[src/rtl/clk_div_pkg.sv]
// Shared types and helpers for the programmable clock-divider controller.
// The high-phase length is computed one bit wider than the divisor so N = 2^W-1 cannot overflow.
package clk_div_pkg;

    localparam int unsigned DEF_W   = 8;
    localparam int unsigned DEF_DIV = 3;

    typedef enum logic [1:0] {
        IDLE  = 2'd0,
        RUN   = 2'd1,
        DRAIN = 2'd2
    } state_e;

    // High-phase length ceil(n/2).
    function automatic logic [63:0] hi_of(input logic [63:0] n);
        return (n + 64'd1) >> 1;
    endfunction

endpackage

[src/rtl/div_counter.sv]
// Period counter for the clock divider: counts 0..n-1 while run is high and
// presents the values the output registers should take at the next edge.
module div_counter
    import clk_div_pkg::*;
#(
    parameter int unsigned W = DEF_W
) (
    input  logic         clk,
    input  logic         rst,
    input  logic         run,
    input  logic [W-1:0] n,
    output logic [W-1:0] cnt,
    output logic         wrap,
    output logic         out_clk_nxt,
    output logic         tick_nxt
);

    localparam logic [W-1:0] ONE = W'(1);

    logic [W-1:0] cnt_q;
    logic [W-1:0] cnt_d;
    logic [W-1:0] hi;

    assign hi  = W'(hi_of(64'(n)));
    assign cnt = cnt_q;

    // When not running the counter sits at zero, so the *_nxt values already
    // describe the first cycle of a period for a start from IDLE.
    always_comb begin
        wrap  = run && (cnt_q == (n - ONE));
        cnt_d = '0;
        if (run && !wrap) begin
            cnt_d = cnt_q + ONE;
        end
        out_clk_nxt = (cnt_d < hi);
        tick_nxt    = (cnt_d == '0);
    end

    always_ff @(posedge clk or posedge rst) begin
        if (rst) begin
            cnt_q <= '0;
        end else begin
            cnt_q <= cnt_d;
        end
    end

endmodule

[src/rtl/clk_div_ctrl.sv]
// Programmable clock-divider controller: run/drain sequencing and a divisor
// update handshake whose new value only takes effect on a period boundary.
module clk_div_ctrl
    import clk_div_pkg::*;
#(
    parameter int unsigned W           = DEF_W,
    parameter int unsigned DEFAULT_DIV = DEF_DIV
) (
    input  logic         clk,
    input  logic         rst,
    input  logic         en,
    input  logic [W-1:0] div_in,
    input  logic         div_valid,
    output logic         div_ready,
    output logic         out_clk,
    output logic         tick,
    output logic [W-1:0] div_cur,
    output logic         busy,
    output logic         err
);

    localparam logic [W-1:0] DIV_RST = W'(DEFAULT_DIV);

    state_e       state_q, state_d;
    logic         out_clk_q, out_clk_d;
    logic         tick_q, tick_d;
    logic         busy_q, busy_d;
    logic [W-1:0] div_cur_q, div_cur_d;
    logic [W-1:0] pend_q, pend_d;
    logic         ready_q, ready_d;
    logic         err_q, err_d;

    logic         run;
    logic [W-1:0] cnt;
    logic         wrap;
    logic         out_clk_nxt;
    logic         tick_nxt;
    logic         xfer;
    logic         apply;

    assign run = (state_q != IDLE);

    div_counter #(
        .W(W)
    ) u_counter (
        .clk         (clk),
        .rst         (rst),
        .run         (run),
        .n           (div_cur_q),
        .cnt         (cnt),
        .wrap        (wrap),
        .out_clk_nxt (out_clk_nxt),
        .tick_nxt    (tick_nxt)
    );

    // ready_q low doubles as "a divisor is pending", so a transfer and an
    // apply can never coincide.
    always_comb begin
        state_d   = state_q;
        out_clk_d = 1'b0;
        tick_d    = 1'b0;
        div_cur_d = div_cur_q;
        pend_d    = pend_q;
        ready_d   = ready_q;
        err_d     = err_q;

        xfer  = div_valid && ready_q;
        apply = !ready_q && ((state_q == IDLE) || wrap);

        if (xfer) begin
            if (div_in == '0) begin
                err_d = 1'b1;
            end else begin
                pend_d  = div_in;
                ready_d = 1'b0;
            end
        end

        if (apply) begin
            div_cur_d = pend_q;
            ready_d   = 1'b1;
        end

        case (state_q)
            IDLE: begin
                if (en) begin
                    state_d   = RUN;
                    out_clk_d = 1'b1;
                    tick_d    = 1'b1;
                end
            end
            RUN: begin
                out_clk_d = out_clk_nxt;
                tick_d    = tick_nxt;
                if (!en) begin
                    state_d = DRAIN;
                end
            end
            DRAIN: begin
                if (en) begin
                    state_d   = RUN;
                    out_clk_d = out_clk_nxt;
                    tick_d    = tick_nxt;
                end else if (wrap) begin
                    state_d = IDLE;
                end else begin
                    out_clk_d = out_clk_nxt;
                    tick_d    = tick_nxt;
                end
            end
            default: begin
                state_d = IDLE;
            end
        endcase

        busy_d = (state_d != IDLE);
    end

    always_ff @(posedge clk or posedge rst) begin
        if (rst) begin
            state_q   <= IDLE;
            out_clk_q <= 1'b0;
            tick_q    <= 1'b0;
            busy_q    <= 1'b0;
            div_cur_q <= DIV_RST;
            pend_q    <= '0;
            ready_q   <= 1'b1;
            err_q     <= 1'b0;
        end else begin
            state_q   <= state_d;
            out_clk_q <= out_clk_d;
            tick_q    <= tick_d;
            busy_q    <= busy_d;
            div_cur_q <= div_cur_d;
            pend_q    <= pend_d;
            ready_q   <= ready_d;
            err_q     <= err_d;
        end
    end

    // The counter must rest at zero whenever the controller is idle.
    assert property (@(posedge clk) disable iff (rst) (state_q != IDLE) || (cnt == '0));

    assign out_clk   = out_clk_q;
    assign tick      = tick_q;
    assign busy      = busy_q;
    assign div_cur   = div_cur_q;
    assign div_ready = ready_q;
    assign err       = err_q;

endmodule

[config.mk]
export PLATFORM = sky130hd
export DESIGN_NAME = clk_div_ctrl
export DESIGN_NICKNAME = d
export VERILOG_FILES = /design/src/rtl/clk_div_pkg.sv /design/src/rtl/div_counter.sv /design/src/rtl/clk_div_ctrl.sv
export SDC_FILE = /design/constraint.sdc
export NUM_CORES = 1
export LEC_CHECK = 0
export BUFFER_PORTS_ARGS = -buffer_cell sky130_fd_sc_hd__buf_2
export CAP_MARGIN = 20
export CELL_PAD_IN_SITES_DETAIL_PLACEMENT = 1
export CELL_PAD_IN_SITES_GLOBAL_PLACEMENT = 1
export CORE_AREA = 2 2 69 71
export DETAILED_ROUTE_END_ITERATION = 16
export DIE_AREA = 0 0 71 73
export PLACE_DENSITY = 0.74
export SLEW_MARGIN = 30
export SYNTH_ARGS = -nofsm -noshare
export SYNTH_HDL_FRONTEND = slang
export SYNTH_SLANG_ARGS = --single-unit
[constraint.sdc]
create_clock -name clk -period 4 [get_ports clk]
set_input_delay 0.8 -clock clk [delete_from_list [all_inputs] [get_ports clk]]
set_output_delay 0.8 -clock clk [all_outputs]
set_load 0.01 [all_outputs]
; Word-level counts from Yosys, hierarchy flattened
; Index checks and enable logic that the tools add are counted.
[totals]
regBits = 31
in_bits = 12
out_inout_bits = 13
wordCells = 50
[op_classes]
n_addsub = 3
magnitude_cmp = 1
eq_ne = 4
muxes = 16
bitwise_logic = 1
n_reduce_logical = 16
[op_table]
columns = op, count
row1 = $logic_not A8 Y1, 2
row2 = $add A8 B1 Y9 const B, 1
row3 = $add A8 B1 Y8 const B, 1
row4 = $eq A8 B8 Y1, 1
row5 = $lt A8 B8 Y1, 1
row6 = $mux W1, 8
row7 = $mux W2, 4
row8 = $mux W8, 1
row9 = $sub A8 B1 Y8 const B, 1
row10 = $pmux W1 S3, 2
row11 = $pmux W2 S3, 1
row12 = $reduce_and A2 Y1, 3
row13 = $reduce_bool A2 Y1, 3
row14 = $logic_and A1 B1 Y1, 4
row15 = $eq A2 B1 Y1 const B, 1
row16 = $eq A2 B2 Y1 const B, 1
row17 = $logic_not A1 Y1, 2
row18 = $logic_not A2 Y1, 1
row19 = $ne A2 B2 Y1 const B, 1
row20 = $logic_or A1 B1 Y1, 1
row21 = $not A1 Y1, 1

; Depth between registers and ports, before layout
; Gate-level depths: netlist (run 1).
[logic_depth]
ltp_word = 10
ltp_mapped = 16
mapped_depth_nobuf = 15

; Cells and area by module
; Synthesis (run 1) repeated with hierarchy kept, for this count alone.
[hier_totals]
cells_unflattened = 186
area_unflattened_um2 = 1974.4
[by_module_without_submodules]
columns = mod, n_inst, cells_each, area_each_um2, seq_area_each_um2
row1 = div_counter, 1, 120, 1048.5, 200.2
row2 = clk_div_ctrl, 1, 66, 925.9, 579.3

; Worst setup path after synthesis (run 1)
; Ideal clock, no wire load.
[synth_path]
path_type = reg-to-reg
startpoint = register div_cur_q[2], in the netlist div_cur[2]
endpoint = register out_clk_q, in the netlist out_clk
setup_ns = 0.066
t_arrival_ns = 3.564
required_ns = 3.934
path_slack_ns = 0.370
stages_incl_launch_ff = 15
n_path_buf = 1
synth_period_minus_slack_ns = 3.630
path_cell_list = dfrtp_1 -> buf_2 -> or4_1 -> or4b_1 -> a21o_1 -> a221o_2 -> nand2_1 -> nor2_1 -> ha_1 -> a21o_1 -> a21o_1 -> a21oi_1 -> nand2_1 -> a21oi_1 -> o32a_1
[synth_between]
elab_chain_cells = 10
elab_cells_between_ends = 11
classes_between = add/sub: 2 / order compare: 1 / eq/ne: 1 / mux: 4 / reduce/logical: 3
[synth_lines]
columns = element, line
row1 = start: declaration, clk_div_ctrl.sv:28  ; logic [W-1:0] div_cur_q, div_cur_d;
row2 = start signal: assignment, clk_div_ctrl.sv:134  ; div_cur_q <= div_cur_d;
row3 = $sub A8 B1 Y8 *, div_counter.sv:30  ; wrap = run && (cnt_q == (n - ONE));
row4 = $eq A8 B8 Y1 *, div_counter.sv:30
row5 = $logic_and A1 B1 Y1 *, div_counter.sv:30
row6 = $logic_not A1 Y1 *, div_counter.sv:32  ; if (run && !wrap) begin
row7 = $logic_and A1 B1 Y1 *, div_counter.sv:32
row8 = $mux W8 *, div_counter.sv:32
row9 = net u_counter.cnt_d[5], div_counter.sv:21  ; logic [W-1:0] cnt_d;
row10 = $lt A8 B8 Y1 *, div_counter.sv:35  ; out_clk_nxt = (cnt_d < hi);
row11 = $mux W1, clk_div_ctrl.sv:104  ; end else if (wrap) begin
row12 = $mux W1, clk_div_ctrl.sv:100  ; if (en) begin
row13 = $pmux W1 S3 *, clk_div_ctrl.sv:84  ; case (state_q)
row14 = net out_clk_d, clk_div_ctrl.sv:25  ; logic out_clk_q, out_clk_d;
row15 = end signal: assignment, clk_div_ctrl.sv:131  ; out_clk_q <= out_clk_d;
row16 = end: declaration, clk_div_ctrl.sv:25
; The timed path passes the listed nets; every way through them passes the cells marked *.
; A chain may end at the register's enable or synchronous reset.

; Worst setup path after layout (run 1)
[layout_path]
startpoint = register div_cur_q[1], in the netlist div_cur[1]
endpoint = register out_clk_q, in the netlist out_clk
; The elaborated chain is that of the path after synthesis.

==> impl_results.md, run 1 <==
- Residual DRC: 0
- Final Util: 0.472
- Nets: 231
- Cell variety after synth: 44
- Vias in the first global route: 1589
- Post-layout min period: 3750 ps
- Routed WL: 4.62 mm
- Share of cells above drive strength 1: 0.276
- Synth Flop Type: dfrtp_1
- CP Capture Type: flip-flop
- Clock buffer depth: 2
- CP max FO: 9
- Post-synth ARST share: 1.00
- Hold-fix buffers, CTS: 0
- Detail Route Antenna Nets: 0
- EDFF count, synth: 0
- Worst-Margin Slew: 603 ps
- Status: complete, no violations
- Pins over their slew limit: 0
- Area Growth Syn to Fin: 13.5%
- Gr usage total: 0.196
- Layout Skew: 3.26 ps
- Post-Synthesis Cells: 187
- Synth Net Count: 209
- Site row count: 25
- DR iter-0 viols: 60
- CTS Buf Count: 5
- Core Region: 0.00454 mm2
- Number of diodes: 0
- Vias per cell: 5.69
- Initial antenna violation count: 0
- Setup WS post-layout: 247 ps
- Die area: 0.00518 mm2
- Post-DP HPWL: 3.65 mm
- Power Dens Cells: 675 mW/mm2
- H-tree depth: 2
- Synth Register Bits: 31
- CP arrival: 3970 ps
- RSZ-0062 raised after global routing: false
- CTS tree: done
- WP data required: 4220 ps
- Synth Cell Area: 0.00189 mm2
- Grt total ovfl: 0
- Crit start category: flip-flop
- WL/cell: 17.5 um
- Via count: 1503
- Placer Congestion: 0.929
- Clock Latency Late Sink: 280 ps
- Static Leak: 0.938 nW
- Root buffer cell: clkbuf_8
- Largest net degree at the start of global routing: 29
- CTS clk-pin slew, worst paths: 60 ps
- IO Port Bufs: 24
- Chip height: 73 um
- Pre-CTS setup slack: 267 ps
- Fillers: 519
- Maximum VDD drop: 0.354 mV
- First-pass GRT wire length: 7.80 mm
- Setup tns final: 0 ps
- Max cap viols: 0
- Register area share after synthesis: 0.413
- Worst Hold Class: flip-flop to flip-flop
- Die width: 71 um
- # IOs: 25
- Crit path kind: flip-flop to flip-flop
- Synthesis Warnings: 0
- Mean post-synth cell area: 10.1 um2
- Final Hold Violating Endpoints: 0
- Post CTS Setup Buffer Count: 0
- Clock sink total: 31
- Finish-stage setup viols: 0
- Initial Util: 0.416
- Resize count post-CTS: 0
- Rel. slew slack: 0.598
- Drt pass-1 iters: 4
- Max frequency: 266 MHz
- Final period util: 0.938
[final cells by class]
type | instances | area [um2] | area share
Timing Repair Buffer | 27 | 143 | 0.0666
Clock buffer | 7 | 86.3 | 0.0403
Sequential cell | 31 | 779 | 0.364
Multi-Input combinational cell | 136 | 1030 | 0.481
Clock inverter | 1 | 5.00 | 0.00234
Tap cell | 54 | 67.6 | 0.0316
Inverter | 8 | 30.0 | 0.0140
[cell usage in the layout (no fill, tap or decap), types with 4 or more instances in the layout]
cell type / Yosys / routed
nand2_1: 9 / 9
ha_1: 10 / 10
inv_1: 8 / 7
nor3_1: 4 / 4
clkbuf_8: 0 / 6
nand3_1: 11 / 11
dfrtp_1: 28 / 28
nor4_1: 4 / 4
mux2_2: 16 / 16
a21oi_1: 5 / 5
xnor2_1: 13 / 13
xor2_1: 8 / 8
nor2_1: 13 / 13
buf_2: 2 / 24
[layer usage]
layer / global-route usage / part of all wire
met4: 0.0839 / 0.019
met2: 0.350 / 0.53
met1: 0.226 / 0.42
met3: 0.0456 / 0.031
met5: 0 / 0
[registers in the layout, indices dropped and copies added (netlist names)]
name,cells
out_clk,1
div_ready,1
u_counter.cnt,8
pend_q,8
err,1
state_q,2
busy,1
tick,1
div_cur,8
[power breakdown]
group,switching [mW],internal (mW),leakage (nW)
logic,0.304,0.310,0.511
clock network,0.114,0.139,0.0482
registers,0.155,0.422,0.378
[Yosys cell counts (2+ instances only)]
cell	n	area (um2)
mux2_2	16	180
a21oi_1	5	25.0
xnor2_1	13	114
and2_1	3	18.8
nor3_1	4	20.0
nor4_1	4	25.0
nand2b_1	2	12.5
a41oi_1	2	17.5
buf_2	2	10.0
nor2_1	13	48.8
or4_1	2	15.0
inv_1	8	30.0
dfstp_2	3	78.8
and3_1	2	12.5
o21ai_0	3	15.0
ha_1	10	125
nand3_1	11	55.1
nor2b_1	2	12.5
clkbuf_1	10	37.5
nand2_1	9	33.8
dfrtp_1	28	701
xor2_1	8	70.1
a21o_1	3	22.5
o21a_1	2	15.0
o221ai_1	2	17.5
nand4_1	2	12.5
[through the flow]
| step | power, mW | instance area [um2] | cells | hold slack [ps] |
|---|---|---|---|---|
| final | 1.44 | 2140 | 264 | 482 |
| after global placement | 1.16 | 2050 | 256 | 442 |
| after detailed placement | 1.20 | 2050 | 256 | 479 |
| after global routing | 1.56 | 2140 | 264 | 508 |
| after floorplan | 0.996 | 1890 | 187 | 460 |
| after CTS | 1.46 | 2140 | 264 | 494 |
[worst max-delay path, stage by stage (launching register included)]
cell,delay (ps)
dfstp_2,410
or4_1,600
or4b_1,520
a21o_1,170
a221o_2,430
nand2_1,190
nor2_1,90
ha_1,310
a21o_1,180
a21o_1,180
a21oi_1,210
nand2_1,80
a21oi_1,150
o32a_1,170
[worst paths after layout]
check | end | cells after the start | slack, ps | start
worst max-delay path | out_clk$_DFF_PP0_ | 13 | 250 | div_cur[1]$_DFFE_PP1P_
worst min-delay path | err$_DFFE_PP0P_ | 1 | 480 | err$_DFFE_PP0P_
worst max register to register | out_clk$_DFF_PP0_ | 13 | 250 | div_cur[1]$_DFFE_PP1P_
worst min register to register | err$_DFFE_PP0P_ | 1 | 480 | err$_DFFE_PP0P_
max in group asynchronous | pend_q[4]$_DFFE_PP0P_ | 3 | 2910 | rst
min in group asynchronous | state_q[0]$_DFF_PP0_ | 2 | 590 | rst
[kinds of logic after synthesis]
kind of cell	Yosys count	synth area share
flops	31	0.413
mux	16	0.0955
fa+ha+maj	10	0.0663
simple gates	63	0.180
xor+xnor	21	0.0975
compound gates	26	0.106
buf+inv	20	0.0411
(Power assumes the default switching activity.)
==> run 2: changes to the inputs <==
--- a/config.mk
+++ b/config.mk
@@ -9,11 +9,12 @@
 export CAP_MARGIN = 20
 export CELL_PAD_IN_SITES_DETAIL_PLACEMENT = 1
 export CELL_PAD_IN_SITES_GLOBAL_PLACEMENT = 1
-export CORE_AREA = 2 2 69 71
+export CORE_AREA = 2 2 70 72
 export DETAILED_ROUTE_END_ITERATION = 16
-export DIE_AREA = 0 0 71 73
+export DIE_AREA = 0 0 72 74
 export PLACE_DENSITY = 0.74
 export SLEW_MARGIN = 30
 export SYNTH_ARGS = -nofsm -noshare
 export SYNTH_HDL_FRONTEND = slang
+export SYNTH_HIERARCHICAL = 1
 export SYNTH_SLANG_ARGS = --single-unit
==> run 2 against run 1 <==
  * Clock skew up 2.3 ps
  * Largest power group unchanged
  * Critical path type unchanged
  * Global-route usage down 0.77 points
  * Cell area up 2.7%
  * Fmax up 3.0%
  * Highest routed layer unchanged
  * Utilization up 0.61 points
  * Synthesized area up 4.6%
  * Clock power up 7.9%
  * Worst setup slack better by 110 ps
  * Critical endpoint unchanged
  * Count of clock-buffer cells in the layout unchanged
  * Combinational power up 6.5%
  * Die area up 2.8%
  * Total power up 4.2%
==> impl_results.md, run 2 <==
- Final instance area: 0.00220 mm2 (+2.7%)
- Register area share after synthesis: 0.395 (-0.0183)
- Crit path kind: flip-flop to flip-flop
- Top cell type's share of synthesized area: 0.355 (-0.0165)
- RSZ-0062 raised after global routing: false
- Setup WS post-layout: 358 ps (+110 ps)
- Synth Cell Area: 0.00197 mm2 (+4.6%)
- Max cap viols: 0 (unchanged)
- Post CTS Setup Buffer Count: 0 (unchanged)
- Post-Synth Simple-Gate Area: 0.170 (-0.0105)
- Synth top cells by count: dfrtp_1 (28), nor2_1 (17), xor2_1 (17)
- Vias per cell: 5.71 (+0.31%)
- Final Util: 0.478 (+0.00610)
- H-tree depth: 2 (unchanged)
- CTS clk-pin slew, worst paths: 70 ps (about the same)
- Top delay family on crit path: compound AO/OA/AOI/OAI gates
- Maximum VDD drop: 0.355 mV (+0.25%)
- Initial antenna violation count: 0 (unchanged)
- Drt pass-1 iters: 5 (+1)
- Synth Flop Type: dfrtp_1
- Synth Net Count: 208 (-0.48%)
- Area fraction in compound gates after synthesis: 0.162 (+0.0555)
- Post-Synth Adder-Cell Area: 0.0634 (-0.00294)
- Detail Route Antenna Nets: 0 (unchanged)
- Post-layout min period: 3640 ps (-110 ps)
- Critical-path cell list: inv_1 > ha_1 > nor3b_4 > a21oi_1 > o2111ai_2 > o31ai_4 > nor2_1 > ha_1 > a211oi_1 > nand2_1 > a221o_1 > a41oi_2 > a21oi_1 > o2bb2ai_1
- Clock sink total: 31 (unchanged)
- Post-DP HPWL: 3.67 mm (+0.57%)
- Vias in the first global route: 1579 (-0.63%)
- Number of diodes: 0 (unchanged)
- Slowest Stage Delay on Critical Path: 610 ps (about the same)
- Root buffer cell: clkbuf_8
- Worst Hold Class: input pin to async pin
- Core Region: 0.00460 mm2 (+1.4%)
- Cell variety after synth: 48 (+9.1%)
- Placer Congestion: 0.852 (-8.3%)
- Mux cell area share after synthesis: 0.0507 (-0.0448)
- Worst R2R Path Depth: 14 (+1)
- Clock Latency Late Sink: 280 ps (about the same)
- Largest net degree at the start of global routing: 24 (-17%)
- Area Growth Syn to Fin: 11.3%
- Pre-CTS setup slack: 420 ps (+153 ps)
- Share of cells above drive strength 1: 0.287 (+0.0109)
- CTS tree: done
- Via count: 1502 (-0.067%)
- Chip height: 74 um (+1.4%)
- Gr usage total: 0.189 (-0.00765)
- Die width: 72 um (+1.4%)
- Synth Register Bits: 31 (unchanged)
- IO Port Bufs: 24 (unchanged)
- Status: complete, no violations
- Crit path launch: div_cur[0]$_DFFE_PP1P_
- Mean post-synth cell area: 10.6 um2 (+5.2%)
- Most common cell after layout, fill and taps aside: dfrtp_1
- Post-Synthesis Cells: 186 (-0.53%)
- Post-synth ARST share: 1.00 (unchanged)
- Crit start category: flip-flop
- Initial Util: 0.429 (+0.0134)
- CTS Buf Count: 5 (unchanged)
- Worst-Margin Slew: 818 ps (+216 ps)
- Crit path to: out_clk$_DFF_PP0_
- Final Non-Filler Cells: 263 (-0.38%)
- Routed WL: 4.63 mm (+0.22%)
- WP data required: 4200 ps (-20 ps)
- Pins over their slew limit: 0 (unchanged)
- Hold-fix buffers, CTS: 0 (unchanged)
- CP max FO: 9 (unchanged)
- Reg-to-reg endpoint: out_clk$_DFF_PP0_
- Residual DRC: 0 (unchanged)
- Power Dens Cells: 684 mW/mm2 (+1.4%)
- Resize count post-CTS: 0 (unchanged)
- Nets: 230 (-0.43%)
- CP Capture Type: flip-flop
- Largest family of logic cells by synthesized area: simple AND/OR/NAND/NOR gates
- Layout Skew: 5.56 ps (+2.31 ps)
- FF-to-FF setup slack: 360 ps (+110 ps)
- Finish-stage setup viols: 0 (unchanged)
- Placed instance count: 255 (-0.39%)
- Most frequent cell after synthesis: dfrtp_1
- Area leader, netlist: dfrtp_1
- Grt total ovfl: 0 (unchanged)
- Die area: 0.00533 mm2 (+2.8%)
- # IOs: 25 (unchanged)
- Top cells by area, synth: dfrtp_1 (35%), xor2_1 (7.5%), ha_1 (6.3%), mux2_2 (4.6%), dfstp_2 (4.0%)
- Xor and xnor fraction of the mapped netlist area: 0.106 (+0.00898)
- EDFF count, synth: 0 (unchanged)
- First-pass GRT wire length: 7.65 mm (-1.9%)
- Buf+Inv Stages, Crit Path: 1 (+1)
- Static Leak: 1.01 nW (+7.9%)
- Clock buffer depth: 2 (unchanged)
- Final Hold Violating Endpoints: 0 (unchanged)
- DR iter-0 viols: 52 (-13%)
- R2R Path Start: div_cur[0]$_DFFE_PP1P_
- Rel. slew slack: 0.451 (-0.147)
- WL/cell: 17.6 um (+0.60%)
- Synthesis Warnings: 6 (+6)
- Crit path max-delay cell type: dfstp_2
- CP arrival: 3850 ps (-120 ps)
- Critical Path Stages: 14 (+1)
- Placed Area: 0.00209 mm2 (+2.2%)
- Most frequent cells in the layout: dfrtp_1 (28), buf_2 (24), nor2_1 (17), xor2_1 (17), ha_1 (10)
- Setup tns final: 0 ps (unchanged)
- Max frequency: 275 MHz (+3.0%)
- Site row count: 25 (unchanged)
- Final period util: 0.911 (-0.0276)
-- run 2: worst register-to-register path: cells and delay by family, from the launching register on --
kind,cells,cell delay (ps)
buf+inv,1,80
fa+ha+maj,2,580
flops,1,610
simple gates,3,410
compound gates,8,1910
-- run 2: cell type report --
class,instances,area [um2]
clock buffers,7,96.3
clock inverters,1,7.51
fillers,517,2400
inverters,10,37.5
multi-input cells,136,1090
flip-flops and latches,31,779
well taps,54,67.6
repair buffers,24,120
-- run 2: cells by family (layout without fill, tap and decap cells) --
family / after synthesis / in the layout
compound gates: 34 / 34
xor+xnor: 24 / 24
fa+ha+maj: 10 / 10
buf+inv: 19 / 42
flops: 31 / 31
mux: 9 / 9
simple gates: 59 / 59
-- run 2: how the worst min path moves through the flow --
stage	slack, ps	from	cells after the start	end
final	470	rst	2	u_counter/cnt[3]$_DFF_PP0_
after global routing	490	rst	2	u_counter/cnt[0]$_DFF_PP0_
after CTS	460	rst	2	u_counter/cnt[0]$_DFF_PP0_
after detailed placement	450	err$_DFFE_PP0P_	1	err$_DFFE_PP0P_
after global placement	430	err$_DFFE_PP0P_	1	err$_DFFE_PP0P_
after floorplan	460	pend_q[0]$_DFFE_PP0P_	1	pend_q[0]$_DFFE_PP0P_
-- run 2: metrics by stage --
| step | power [mW] | hold WS (ps) |
|---|---|---|
| 2_1_floorplan | 1.08 | 460 |
| 6_report | 1.50 | 466 |
| 5_1_grt | 1.62 | 485 |
| 3_5_place_dp | 1.24 | 455 |
| 3_3_place_gp | 1.20 | 432 |
| 4_1_cts | 1.51 | 465 |
-- run 2: layer usage --
layer / part of all wire / global-route usage / vias up
met2: 0.55 / 0.362 / 31
met3: 0.026 / 0.0339 / 6
li1: - / - / 705
met4: 0.0084 / 0.0461 / 0
met1: 0.42 / 0.218 / 760
met5: 0 / 0 / -
-- run 2: where the power goes --
part / internal [mW] / total, mW / leakage (nW) / switching (mW)
Sequential: 0.415 / 0.578 / 0.386 / 0.162
Combinational: 0.308 / 0.654 / 0.575 / 0.346
Clock: 0.156 / 0.273 / 0.0505 / 0.116
